File: config.mk
export PLATFORM = sky130hd
export DESIGN_NAME = stopwatch_ctrl
export DESIGN_NICKNAME = d
export VERILOG_FILES = /design/src/rtl/stopwatch_ctrl_pkg.sv /design/src/rtl/stopwatch_ctrl_button_conditioner.sv /design/src/rtl/stopwatch_ctrl.sv
export SDC_FILE = /design/constraint.sdc
export NUM_CORES = 1
export LEC_CHECK = 0
export CAP_MARGIN = 20
export CORE_ASPECT_RATIO = 1.1
export CORE_MARGIN = 8
export CORE_UTILIZATION = 40
export DETAILED_ROUTE_END_ITERATION = 7
export GPL_TIMING_DRIVEN = 0
export PLACE_DENSITY_LB_ADDON = 0.25
export SYNTH_ARGS = -nofsm -noshare
export SYNTH_HDL_FRONTEND = slang
export SYNTH_SLANG_ARGS = --single-unit
File: constraint.sdc
create_clock -name clk -period 2.14 [get_ports clk]
set_input_delay 0.535 -clock clk [delete_from_list [all_inputs] [get_ports clk]]
set_output_delay 0.535 -clock clk [all_outputs]
set_load 0.05 [all_outputs]
File: src/rtl/stopwatch_ctrl_pkg.sv
// Shared state encodings, output bundle and decode helpers for the stopwatch controller.
package stopwatch_ctrl_pkg;

    typedef enum logic [2:0] {
        ST_CLEAR = 3'd0,
        ST_IDLE  = 3'd1,
        ST_RUN   = 3'd2,
        ST_LAP   = 3'd3,
        ST_PAUSE = 3'd4
    } sw_state_t;

    typedef struct packed {
        logic init_regs;
        logic count_en;
        logic lap_active;
    } sw_out_t;

    localparam logic [7:0] BCD_ZERO = 8'h00;

    function automatic logic is_counting(input sw_state_t st);
        return (st == ST_RUN) || (st == ST_LAP);
    endfunction

    // Output values that hold for the whole time the FSM sits in a state.
    function automatic sw_out_t decode_outputs(input sw_state_t st);
        sw_out_t o;
        o.init_regs  = (st == ST_CLEAR);
        o.count_en   = is_counting(st);
        o.lap_active = (st == ST_LAP);
        return o;
    endfunction

endpackage

File: src/rtl/stopwatch_ctrl_button_conditioner.sv
// Synchronises and debounces one raw push-button into a single-cycle press pulse.
module button_conditioner #(
    parameter int DEBOUNCE_CYCLES = 1000000
) (
    input  logic clk,
    input  logic reset_n,
    input  logic btn_raw,
    output logic press_pulse
);

    localparam int CNT_W = $clog2(DEBOUNCE_CYCLES + 1);
    localparam logic [CNT_W-1:0] CNT_MAX = CNT_W'(DEBOUNCE_CYCLES);
    localparam logic [CNT_W-1:0] CNT_ARM = CNT_W'(DEBOUNCE_CYCLES - 1);

    logic             sync1_r;
    logic             sync2_r;
    logic [CNT_W-1:0] stable_cnt_r;
    logic             pulse_r;

    // Two-flop synchroniser for the asynchronous button level
    always_ff @(posedge clk or negedge reset_n) begin
        if (!reset_n) begin
            sync1_r <= 1'b0;
            sync2_r <= 1'b0;
        end else begin
            sync1_r <= btn_raw;
            sync2_r <= sync1_r;
        end
    end

    // Stable-high counter: saturates so a held button cannot re-trigger
    always_ff @(posedge clk or negedge reset_n) begin
        if (!reset_n) begin
            stable_cnt_r <= {CNT_W{1'b0}};
        end else if (!sync2_r) begin
            stable_cnt_r <= {CNT_W{1'b0}};
        end else if (stable_cnt_r != CNT_MAX) begin
            stable_cnt_r <= stable_cnt_r + CNT_W'(1);
        end else begin
            stable_cnt_r <= stable_cnt_r;
        end
    end

    // Pulse is registered alongside the counter reaching its limit
    always_ff @(posedge clk or negedge reset_n) begin
        if (!reset_n) begin
            pulse_r <= 1'b0;
        end else begin
            pulse_r <= sync2_r && (stable_cnt_r == CNT_ARM);
        end
    end

    assign press_pulse = pulse_r;

endmodule

File: src/rtl/stopwatch_ctrl.sv
// Push-button stopwatch sequencer: drives the seconds counter and selects a live or lapped display value.
module stopwatch_ctrl
    import stopwatch_ctrl_pkg::*;
#(
    parameter int DEBOUNCE_CYCLES = 1000000,
    parameter int CLEAR_CYCLES    = 2
) (
    input  logic       clk,
    input  logic       reset_n,
    input  logic       btn_start_stop,
    input  logic       btn_clear,
    input  logic       btn_lap,
    input  logic [7:0] time_reading,
    output logic       init_regs,
    output logic       count_enabled,
    output logic [7:0] display_reading,
    output logic       running,
    output logic       lap_active
);

    localparam int CLR_W = (CLEAR_CYCLES > 1) ? $clog2(CLEAR_CYCLES) : 1;
    localparam logic [CLR_W-1:0] CLR_LAST = CLR_W'(CLEAR_CYCLES - 1);

    sw_state_t        state_r;
    sw_out_t          out_r;
    logic [CLR_W-1:0] clear_cnt_r;
    logic [7:0]       lap_reg_r;
    logic             ss_pulse_s;
    logic             clr_pulse_s;
    logic             lap_pulse_s;

    button_conditioner #(.DEBOUNCE_CYCLES(DEBOUNCE_CYCLES)) u_btn_start_stop (
        .clk         (clk),
        .reset_n     (reset_n),
        .btn_raw     (btn_start_stop),
        .press_pulse (ss_pulse_s)
    );

    button_conditioner #(.DEBOUNCE_CYCLES(DEBOUNCE_CYCLES)) u_btn_clear (
        .clk         (clk),
        .reset_n     (reset_n),
        .btn_raw     (btn_clear),
        .press_pulse (clr_pulse_s)
    );

    button_conditioner #(.DEBOUNCE_CYCLES(DEBOUNCE_CYCLES)) u_btn_lap (
        .clk         (clk),
        .reset_n     (reset_n),
        .btn_raw     (btn_lap),
        .press_pulse (lap_pulse_s)
    );

    // Controller FSM; pulse priority is clear, then start/stop, then lap
    always_ff @(posedge clk or negedge reset_n) begin
        if (!reset_n) begin
            state_r     <= ST_CLEAR;
            clear_cnt_r <= {CLR_W{1'b0}};
            lap_reg_r   <= BCD_ZERO;
            out_r       <= decode_outputs(ST_CLEAR);
        end else begin
            case (state_r)
                ST_CLEAR: begin
                    // Pulses are dropped until the counter has been cleared
                    if (clear_cnt_r == CLR_LAST) begin
                        state_r <= ST_IDLE;
                        out_r   <= decode_outputs(ST_IDLE);
                    end else begin
                        clear_cnt_r <= clear_cnt_r + CLR_W'(1);
                    end
                end
                ST_IDLE, ST_PAUSE: begin
                    if (clr_pulse_s) begin
                        state_r     <= ST_CLEAR;
                        clear_cnt_r <= {CLR_W{1'b0}};
                        lap_reg_r   <= BCD_ZERO;
                        out_r       <= decode_outputs(ST_CLEAR);
                    end else if (ss_pulse_s) begin
                        state_r <= ST_RUN;
                        out_r   <= decode_outputs(ST_RUN);
                    end
                end
                ST_RUN: begin
                    if (clr_pulse_s) begin
                        state_r     <= ST_CLEAR;
                        clear_cnt_r <= {CLR_W{1'b0}};
                        lap_reg_r   <= BCD_ZERO;
                        out_r       <= decode_outputs(ST_CLEAR);
                    end else if (ss_pulse_s) begin
                        state_r <= ST_PAUSE;
                        out_r   <= decode_outputs(ST_PAUSE);
                    end else if (lap_pulse_s) begin
                        state_r   <= ST_LAP;
                        lap_reg_r <= time_reading;
                        out_r     <= decode_outputs(ST_LAP);
                    end
                end
                ST_LAP: begin
                    if (clr_pulse_s) begin
                        state_r     <= ST_CLEAR;
                        clear_cnt_r <= {CLR_W{1'b0}};
                        lap_reg_r   <= BCD_ZERO;
                        out_r       <= decode_outputs(ST_CLEAR);
                    end else if (ss_pulse_s) begin
                        state_r <= ST_PAUSE;
                        out_r   <= decode_outputs(ST_PAUSE);
                    end else if (lap_pulse_s) begin
                        state_r <= ST_RUN;
                        out_r   <= decode_outputs(ST_RUN);
                    end
                end
                default: begin
                    state_r     <= ST_CLEAR;
                    clear_cnt_r <= {CLR_W{1'b0}};
                    lap_reg_r   <= BCD_ZERO;
                    out_r       <= decode_outputs(ST_CLEAR);
                end
            endcase
        end
    end

    assign init_regs       = out_r.init_regs;
    assign count_enabled   = out_r.count_en;
    assign running         = out_r.count_en;
    assign lap_active      = out_r.lap_active;
    assign display_reading = out_r.lap_active ? lap_reg_r : time_reading;

endmodule
# Word-level counts from Yosys, hierarchy flattened
# Cells that the tools add are included.
# op_classes
add_sub_neg	4
n_eq_ne	21
mux	32
n_bitwise	1
reduce_logical	9
# ops
op	n
$mux W20	6
$add A20 B1 Y20 const B	3
$eq A20 B20 Y1 const B	3
$ne A20 B20 Y1 const B	3
$mux W3	15
$mux W8	5
$pmux W3 S4	2
$pmux W8 S3	1
$ne A2 B2 Y1 const B	4
$ne A4 B1 Y1 const B	2
$reduce_and A4 Y1	2
$eq A3 B2 Y1 const B	2
$ne A3 B1 Y1 const B	2
$ne A2 B1 Y1 const B	2
$reduce_or A4 Y1	1
$eq A3 B1 Y1 const B	1
$eq A3 B3 Y1 const B	1
$logic_and A1 B1 Y1	3
$logic_not A3 Y1	1
$ne A3 B2 Y1 const B	1
$reduce_or A3 Y1	1
$mux W1	2
$pmux W1 S2	1
$reduce_or A2 Y1	1
2 further kinds	2
# totals
reg_bits	84
inputBits	13
out_inout_bits	12
word_cells	85

# Depth between registers and ports, before layout
# Gate-level depths: netlist of run 1.
# logic_depth
word_depth	4
ltp_mapped	6
ltp_nobuf	5

# Hierarchy
# Synthesis of run 1 repeated with hierarchy kept, for this count alone.
# hier_totals
cells_unflattened	466
hier_area_um2	4653.2
# by_module_without_submodules
mod	n_inst	cells_per_inst	area_per_inst_um2	seq_area_each_um2
button_conditioner	3	123	1248.7	575.6
stopwatch_ctrl	1	97	907.1	351.6

# Least setup slack after synthesis of run 1
# No wires, ideal clock.
# synth_path
kind	register to output
startpoint	register out_r (netlist bit lap_active)
endpoint	output port display_reading[0]
arrival_ps	1448
t_required_ps	1605
setup_slack_ps	157
stages_incl_launch_ff	3
path_buffers	1
path_cell_list	dfrtp_1 clkbuf_1 mux2_2
# synth_via
elab_chain_len	1
# synth_lines
element	line_no	source
start: declaration	stopwatch_ctrl.sv:25	sw_out_t out_r;
start signal: assignment	stopwatch_ctrl.sv:59	out_r <= decode_outputs(ST_CLEAR);
start signal: assignment	stopwatch_ctrl.sv:66	out_r <= decode_outputs(ST_IDLE);
start signal: assignment	stopwatch_ctrl.sv:76	out_r <= decode_outputs(ST_CLEAR);
$mux W8	stopwatch_ctrl.sv:125	assign display_reading = out_r.lap_active ? lap_reg_r : time_reading;
end: declaration	stopwatch_ctrl.sv:16	output logic [7:0] display_reading,
# No other way between the ends.

# Worst setup path after layout of run 1
# layout_path
startpoint	input port time_reading[5]
endpoint	output port display_reading[5]
# layout_via
elab_chain_len	1
# layout_lines
element	line_no	source
start: declaration	stopwatch_ctrl.sv:13	input logic [7:0] time_reading,
$mux W8	stopwatch_ctrl.sv:125	
# No other way between the ends.

==> flow_summary.yaml, run 1 <==
logic_synthesis:
  synth_edf_count: 0
  yosys.area.top_type: "dfrtp_1"
  ys_seq_area_frac: 0.493
  synth_area_leaders: "dfrtp_1 (49%), xnor2_1 (4.2%), nand2_1 (4.1%)"
  synth_ff_type: "dfrtp_1"
  synth-seq-cells: 83
  synthCells: 439
  yosys_warnings: 0
  synth_cell_types: 45
  synth_top_area_share: 0.487
  ys_async_sr_fraction: 1.00
  synth_area_sq_um: 4210
  synth_nets: 458
  synth_area_per_cell_sq_um: 9.60
timing:
  fin_ws_ns: 0.0356
  finalSetupViolations: 0
  layout_min_cycle_time_ns: 2.10
  drv_slew: 0
  fin_crit_sh: 0.983
  clock_skew_ns: 0.00808
  fmax_mhz: 475
  finalHoldViolCount: 0
  grt_setup_unrepaired: "false"
  worstMarginPinSlew_ns: 0.907
  timing.hold.ws_ns: 0.144
  slew_headroom: 0.391
detailed_routing:
  num_vias: 3248
  first_pass_iters: 4
  drt_drc_violations_left: 0
  finalWirelength_microns: 8590
  drt-initial-drc-count: 187
  post_drt_wl_per_cell_microns: 13.8
  via_per_inst: 5.21
  postRouteAntennaNets: 0
clocking:
  clk_latency_ns: 0.33
  cts_tree: "done"
  numCtsBuffers: 9
  cts_buffer_depth: 2
  path_clk_slew_ns: 0.06
  postCtsSetupBuffers: 0
  clkSinkCount: 83
  h-tree-depth: 3
  clockRootBuffer: "clkbuf_16"
  ctsHoldBuffers: 0
global_route:
  grt_pass1_vias: 3158
  grt_max_degree: 54
  antenna_found_initial: 0
  overflow: 0
  grt_usage: 0.126
  grt_pass1_wl_microns: 14500
cells_and_area:
  num_antenna_cells: 0
  drive_gt1_frac: 0.119
  layout.nets: 494
  design_area_sq_um: 4970
  fillers: 1010
  area_growth_pct: 17.9
  final_cells: 623
run_status:
  status: "finished clean"
die:
  rows: 39
  ioPinCount: 25
  core-area_sq_um: 10300
  chipWidth_microns: 114
  die_h_microns: 124
  dieArea_sq_um: 14100
  initial_core_util: 0.407
worst_setup_path:
  crit_type: "input port to output pin"
  crit_arrival_ns: 1.57
  required_ns: 1.60
  critPathLaunchType: "input port"
  critPathMaxFanout: 2
  cpPeakStageDelay_ns: 0.43
  crit_chain: "clkdlybuf4s50_1 > mux2_2 > clkdlybuf4s15_2"
  end_kind: "output pin"
  cp_slowest_cell: "clkdlybuf4s50_1"
worst_hold_path:
  hold_path.class: "input port to async pin"
placed_design:
  pre_cts_slack_ns: -0.366
  dp_cells: 607
  postPlaceCellArea_sq_um: 4660
  detailed_place_hpwl_microns: 5880
  portBuffers: 24
  place_congestion: 0.777
pwr:
  ir_drop_mv: 0.345
  power_density_nw_per_um2: 679
  power.leakage_uw: 0.00198
job:
  max_cap_viol_count: 0
[cell families (layout without fill, tap and decap cells)]
logic type / after synthesis / in the layout / synth area share
simple gates: 213 / 213 / 0.273
flops: 83 / 83 / 0.493
compound gates: 50 / 50 / 0.0645
buf+inv: 34 / 75 / 0.0327
xor+xnor: 33 / 33 / 0.0686
mux: 20 / 20 / 0.0505
fa+ha+maj: 6 / 6 / 0.0178
[cell type report]
type / count / area (sq um) / share of cell area
Inverter: 19 / 71.3 / 0.0144
Timing Repair Buffer: 25 / 255 / 0.0514
Clock buffer: 10 / 239 / 0.0481
Buffer: 15 / 70.1 / 0.0141
Multi-Input combinational cell: 322 / 2010 / 0.404
Sequential cell: 83 / 2080 / 0.419
Tap cell: 143 / 179 / 0.0360
Clock inverter: 6 / 65.1 / 0.0131
[worst paths after layout]
check	slack (ns)	start	depth (start not counted)	endpoint
worst min-delay path	0.14	reset_n	1	lap_reg_r[2]
worst max register to register	0.17	u_btn_clear.stable_cnt_r[7]	5	u_btn_clear.stable_cnt_r[18]
worst max-delay path	0.04	time_reading[5]	3	display_reading[5]
min in group clk	0.35	u_btn_start_stop.sync1_r	0	u_btn_start_stop.sync2_r
max in group asynchronous	1.39	reset_n	2	u_btn_start_stop.stable_cnt_r[1]
worst min register to register	0.35	u_btn_start_stop.sync1_r	0	u_btn_start_stop.sync2_r
[what timing repair did]
item                                   4_1_cts  5_1_grt
gates resized for setup                     27       10
pin swaps                                    0        1
setup endpoints to repair                   11        6
endpoints found under the hold margin        0        0
[cell usage after synthesis, types with 3 or more instances]
cell and n:
and4_1 5, inv_1 17, or4_1 6, xnor2_1 20
xor2_1 13, clkbuf_1 8, nor2b_1 3, buf_1 3
o31ai_1 5, o21ai_0 25, dfrtp_1 82, or3_1 7
nor2_1 42, nor4_1 14, nand4bb_1 3, ha_1 6
nor3_1 15, nand3_1 25, nand2b_1 6, mux2_2 10
or2_2 3, nand2_1 46, mux2i_1 10, nand3b_1 8
a21oi_1 16, and3_1 4, nand4_1 11
[worst max-delay path: cells and delay by family]
family                 cells  cell delay [ns]
muxes                      1             0.27
buffers and inverters      2             0.76
[placed cells by master, fill, tap and decap left out, types with 4 or more instances in the layout]
master            n
or3_1             7
o31ai_1           5
nand4_1          11
a21oi_1          16
nor3_1           15
clkbuf_1          7
nand3_1          25
mux2_2           10
xnor2_1          20
nand2b_1          6
nand3b_1          8
clkdlybuf4s15_2   6
nand2_1          46
xor2_1           13
and4_1            5
nor4_1           13
mux2i_1          10
nor2_1           42
dfrtp_1          80
o21ai_0          25
inv_1            17
clkbuf_16         9
or4_1             6
clkdlybuf4s50_1  12
ha_1              5
and3_1            4
[through the flow]
| stage | utilization | total power (uW) | TNS, ns |
|---|---|---|---|
| 3_3_place_gp | 0.448 | 1810 | -209.56 |
| 3_5_place_dp | 0.450 | 1820 | -2.83 |
| 4_1_cts | 0.480 | 3400 | -0.0875 |
| 2_1_floorplan | - | 1730 | 0 |
| 5_1_grt | 0.480 | 3490 | 0 |
| 6_report | 0.480 | 3370 | 0 |
[layer usage]
metal | GRT usage | part of all wire | vias to the layer above
met1 | 0.153 | 0.47 | 1578
met3 | 0.0306 | 0.032 | 11
li1 | - | - | 1616
met2 | 0.214 | 0.49 | 43
met5 | 0 | 0 | -
met4 | 0.0450 | 0.013 | 0
[sequential cells by signal, summed over array words and instances, names as in the netlist, 3 cells and up]
signal,count
state_r,3
lap_reg_r,8
u_btn_clear.stable_cnt_r,20
u_btn_lap.stable_cnt_r,20
u_btn_start_stop.stable_cnt_r,20
[power by group]
group,leakage [uW],internal [uW],switching (uW),total (uW)
Sequential,0.00108,1590,25.9,1610
Combinational,0.000753,62.8,109,172
Clock,0.000148,936,647,1580
Power figures use the tool's default switching activity.
==> inputs of run 2 (changes only) <==
CORE_MARGIN = not set   (was 8)
CTS_CLUSTER_DIAMETER = 50   (was not set)
==> flow_summary.yaml, run 2 (same netlist as run 1, synthesis figures left out) <==
die:
  dieArea_sq_um: 10900
  rows: 38
  core-area_sq_um: 10000
  die_h_microns: 110
  initial_core_util: 0.420
  chipWidth_microns: 99.9
  ioPinCount: 25
job:
  max_cap_viol_count: 0
worst_setup_path:
  crit_type: "register to output pin"
  end_kind: "output pin"
  ff2ff_path_depth: 6
  critPathMaxFanout: 2
  rrSetupSlack_ns: 0.08
  critPathLaunchType: "register"
  worst_r2r_endpoint: "u_btn_start_stop.stable_cnt_r[18]"
  r2r_start: "u_btn_start_stop.stable_cnt_r[1]"
  critical_path.top_delay_family: "buffers and inverters"
  crit_chain: "clkdlybuf4s50_1"
  cp_slowest_cell: "clkdlybuf4s50_1"
  required_ns: 1.60
  crit_arrival_ns: 1.52
  crit_buf_inv: 1
  cpPeakStageDelay_ns: 0.80
placed_design:
  postPlaceCellArea_sq_um: 4650
  detailed_place_hpwl_microns: 5600
  portBuffers: 24
  place_congestion: 0.791
cells_and_area:
  num_antenna_cells: 0
  layout.nets: 494
  fillers: 940
  area_growth_pct: 13.9
  seqCellArea_sq_um: 2080
  multi_input_area_sq_um: 2000
  top_regs: "u_btn_clear.stable_cnt_r (20), u_btn_lap.stable_cnt_r (20), u_btn_start_stop.stable_cnt_r (20)"
  drive_gt1_frac: 0.109
  final_util: 0.478
  design_area_sq_um: 4800
  final_common_cell: "dfrtp_1"
  final_cell_mix: "dfrtp_1 (82), nand2_1 (46), nor2_1 (42)"
timing:
  finalSetupViolations: 0
  drv_slew: 0
  layout_min_cycle_time_ns: 2.06
  timing.hold.ws_ns: 0.135
  worstMarginPinSlew_ns: 0.834
  fmax_mhz: 487
  grt_setup_unrepaired: "false"
  tns_ns: 0
  slew_headroom: 0.440
  clock_skew_ns: 0.0106
  finalHoldViolCount: 0
  fin_crit_sh: 0.960
worst_hold_path:
  hold_path.class: "input port to async pin"
detailed_routing:
  num_vias: 3279
  postRouteAntennaNets: 0
  via_per_inst: 5.30
  finalWirelength_microns: 8080
  post_drt_wl_per_cell_microns: 13.0
  drt_drc_violations_left: 0
  drt-initial-drc-count: 181
  first_pass_iters: 4
pwr:
  power.leakage_uw: 0.00193
  ir_drop_mv: 0.365
  p_total_uw: 2860
  power_density_nw_per_um2: 596
clocking:
  cts_tree: "done"
  clockRootBuffer: "clkbuf_8"
  numCtsBuffers: 9
  ctsHoldBuffers: 0
  clk_latency_ns: 0.36
  cts_buffer_depth: 2
  path_clk_slew_ns: 0.08
  clkSinkCount: 83
  h-tree-depth: 3
  postCtsSetupBuffers: 0
global_route:
  antenna_found_initial: 0
  overflow: 0
  grt_usage: 0.166
  grt_pass1_wl_microns: 14300
  grt_pass1_vias: 3103
  grt_max_degree: 47
run_status:
  status: "finished clean"
-- run 2: routing by layer --
metal  vias to the layer above  track usage  wire length (microns)
li1                       1612            -                      -
met1                      1630        0.212                   3840
met2                        27        0.274                   3930
met3                        10       0.0267                    140
met4                         0       0.0819                    169
met5                         -            0                      0
-- run 2: final cells by class --
type                            instances  share of cell area
Sequential cell                        83               0.433
Multi-Input combinational cell        322               0.417
Timing Repair Buffer                   25              0.0464
Tap cell                              140              0.0365
Clock buffer                            9              0.0258
Inverter                               19              0.0149
Buffer                                 15              0.0146
Clock inverter                          6              0.0120
-- run 2: report_power, final --
group / switching, uW / total [uW] / internal (uW)
clock network: 555 / 1080 / 524
logic: 110 / 169 / 59.7
registers: 27.5 / 1610 / 1590
total: 692 / 2860 / 2170
-- run 2: how the worst max path moves through the flow --
stage                         startpoint                           end  slack (ns)  depth (start not counted)
3_5_place_dp             time_reading[2]            display_reading[2]       -0.36                          3
6_report                      lap_active                    lap_active        0.08                          1
3_3_place_gp                     reset_n  u_btn_clear.stable_cnt_r[11]       -2.49                          1
5_1_grt        u_btn_lap.stable_cnt_r[0]    u_btn_lap.stable_cnt_r[14]       0.002                          5
4_1_cts                       lap_active            display_reading[5]       -0.12                          3
2_1_floorplan                 lap_active            display_reading[0]        0.16                          2
-- run 2: per-stage QoR --
| stage | worst slack [ns] | instances |
|---|---|---|
| 2_1_floorplan | 0.157 | 439 |
| 3_5_place_dp | -0.360 | 604 |
| 4_1_cts | -0.123 | 619 |
| 5_1_grt | 0.00208 | 619 |
| 3_3_place_gp | -2.49 | 603 |
| 6_report | 0.0850 | 619 |
-- run 2: what timing repair did --
action                                  CTS  global route
pin swaps                                 0             0
endpoints found under the setup margin   11             3
resized for setup                        41             4
==> inputs of run 3 (changes only) <==
GPL_TIMING_DRIVEN = not set   (was 0)
==> flow_summary.yaml, run 3 (same netlist as run 1, synthesis figures left out) <==
placed_design:
  portBuffers: 24
  postPlaceCellArea_sq_um: 4730
  detailed_place_hpwl_microns: 5550
  place_congestion: 0.788
  pre_cts_slack_ns: 0.174
die:
  chipWidth_microns: 99.9
  initial_core_util: 0.420
  rows: 38
  ioPinCount: 25
  core-area_sq_um: 10000
  die_h_microns: 110
  dieArea_sq_um: 10900
pwr:
  ir_drop_mv: 0.287
  power.leakage_uw: 0.00198
  power_density_nw_per_um2: 593
clocking:
  ctsHoldBuffers: 0
  cts_resized: 0
  h-tree-depth: 3
  clk_latency_ns: 0.35
  cts_tree: "done"
  clkSinkCount: 83
  path_clk_slew_ns: 0.08
  clockRootBuffer: "clkbuf_8"
  cts_buffer_depth: 2
  postCtsSetupBuffers: 0
  numCtsBuffers: 9
cells_and_area:
  multi_input_area_sq_um: 2000
  final_common_cell: "dfrtp_1"
  top_regs: "u_btn_clear.stable_cnt_r (20), u_btn_lap.stable_cnt_r (20), u_btn_start_stop.stable_cnt_r (20)"
  fillers: 923
  drive_gt1_frac: 0.124
  final_cell_mix: "dfrtp_1 (82), nand2_1 (46), nor2_1 (42)"
  area_growth_pct: 16.8
  design_area_sq_um: 4920
  num_antenna_cells: 0
  final_util: 0.490
  layout.nets: 490
  seqCellArea_sq_um: 2080
detailed_routing:
  first_pass_iters: 4
  post_drt_wl_per_cell_microns: 13.1
  finalWirelength_microns: 8050
  postRouteAntennaNets: 0
  num_vias: 3202
  via_per_inst: 5.20
  drt-initial-drc-count: 84
  drt_drc_violations_left: 0
timing:
  fmax_mhz: 490
  worstMarginPinSlew_ns: 0.531
  slew_headroom: 0.643
  tns_ns: 0
  grt_setup_unrepaired: "false"
  clock_skew_ns: 0.00788
  fin_ws_ns: 0.0986
  timing.hold.ws_ns: 0.184
  fin_crit_sh: 0.954
  finalSetupViolations: 0
  drv_slew: 0
  layout_min_cycle_time_ns: 2.04
  finalHoldViolCount: 0
worst_setup_path:
  crit_type: "register to output pin"
  end_kind: "output pin"
  crit_arrival_ns: 1.51
  critPathLaunchType: "register"
  required_ns: 1.60
  critPathMaxFanout: 10
global_route:
  antenna_found_initial: 0
  grtUsageMet1: 0.211
  grt_pass1_wl_microns: 14100
  gr-usage-met3: 0.0261
  grt_most_used_layer: "met2"
  grt_pass1_vias: 3091
  grt_max_degree: 84
  grt_use_met2: 0.266
  grt_usage: 0.164
  overflow: 0
job:
  max_cap_viol_count: 0
worst_hold_path:
  hold_path.class: "input port to async pin"
run_status:
  status: "finished clean"
run 3: worst paths after layout:
path	startpoint	to	slack, ns	cells past startpoint
max in group asynchronous	reset_n	u_btn_clear.stable_cnt_r[3]	1.60	2
min reg2reg	u_btn_clear.sync1_r	u_btn_clear.sync2_r	0.35	0
max reg2reg	u_btn_start_stop.stable_cnt_r[12]	u_btn_start_stop.stable_cnt_r[1]	0.17	4
min in group clk	u_btn_clear.sync1_r	u_btn_clear.sync2_r	0.35	0
min	reset_n	lap_reg_r[0]	0.18	2
max	lap_active	display_reading[4]	0.1	2
run 3: worst max-delay path, stage by stage (launching register included):
cell	delay (ns)
dfrtp_1	0.58
mux2_2	0.42
buf_12	0.15
run 3: layer usage:
layer	up-vias	share of wire
met5	-	0
met4	0	0.019
met1	1545	0.48
li1	1607	-
met2	36	0.48
met3	14	0.020
run 3: where the power goes:
group	switching (uW)	internal [uW]	total [uW]
sequential	27.1	1590	1610
combinational	114	85.8	200
clock	565	542	1110
total	705	2210	2920
run 3: layout make-up:
cell class	instances	share of cell area
sequential	83	0.423
multi-input combinational	322	0.406
timing repair buffer	36	0.0834
tap	140	0.0356
clock buffer	12	0.0275
inverter	19	0.0145
clock inverter	4	0.0104
run 3: metrics by stage:
step	instances	power (uW)
finish	616	2920
global route	616	3050
CTS	616	2970
detailed placement	600	1850
global placement	600	1840
floorplan	439	1730
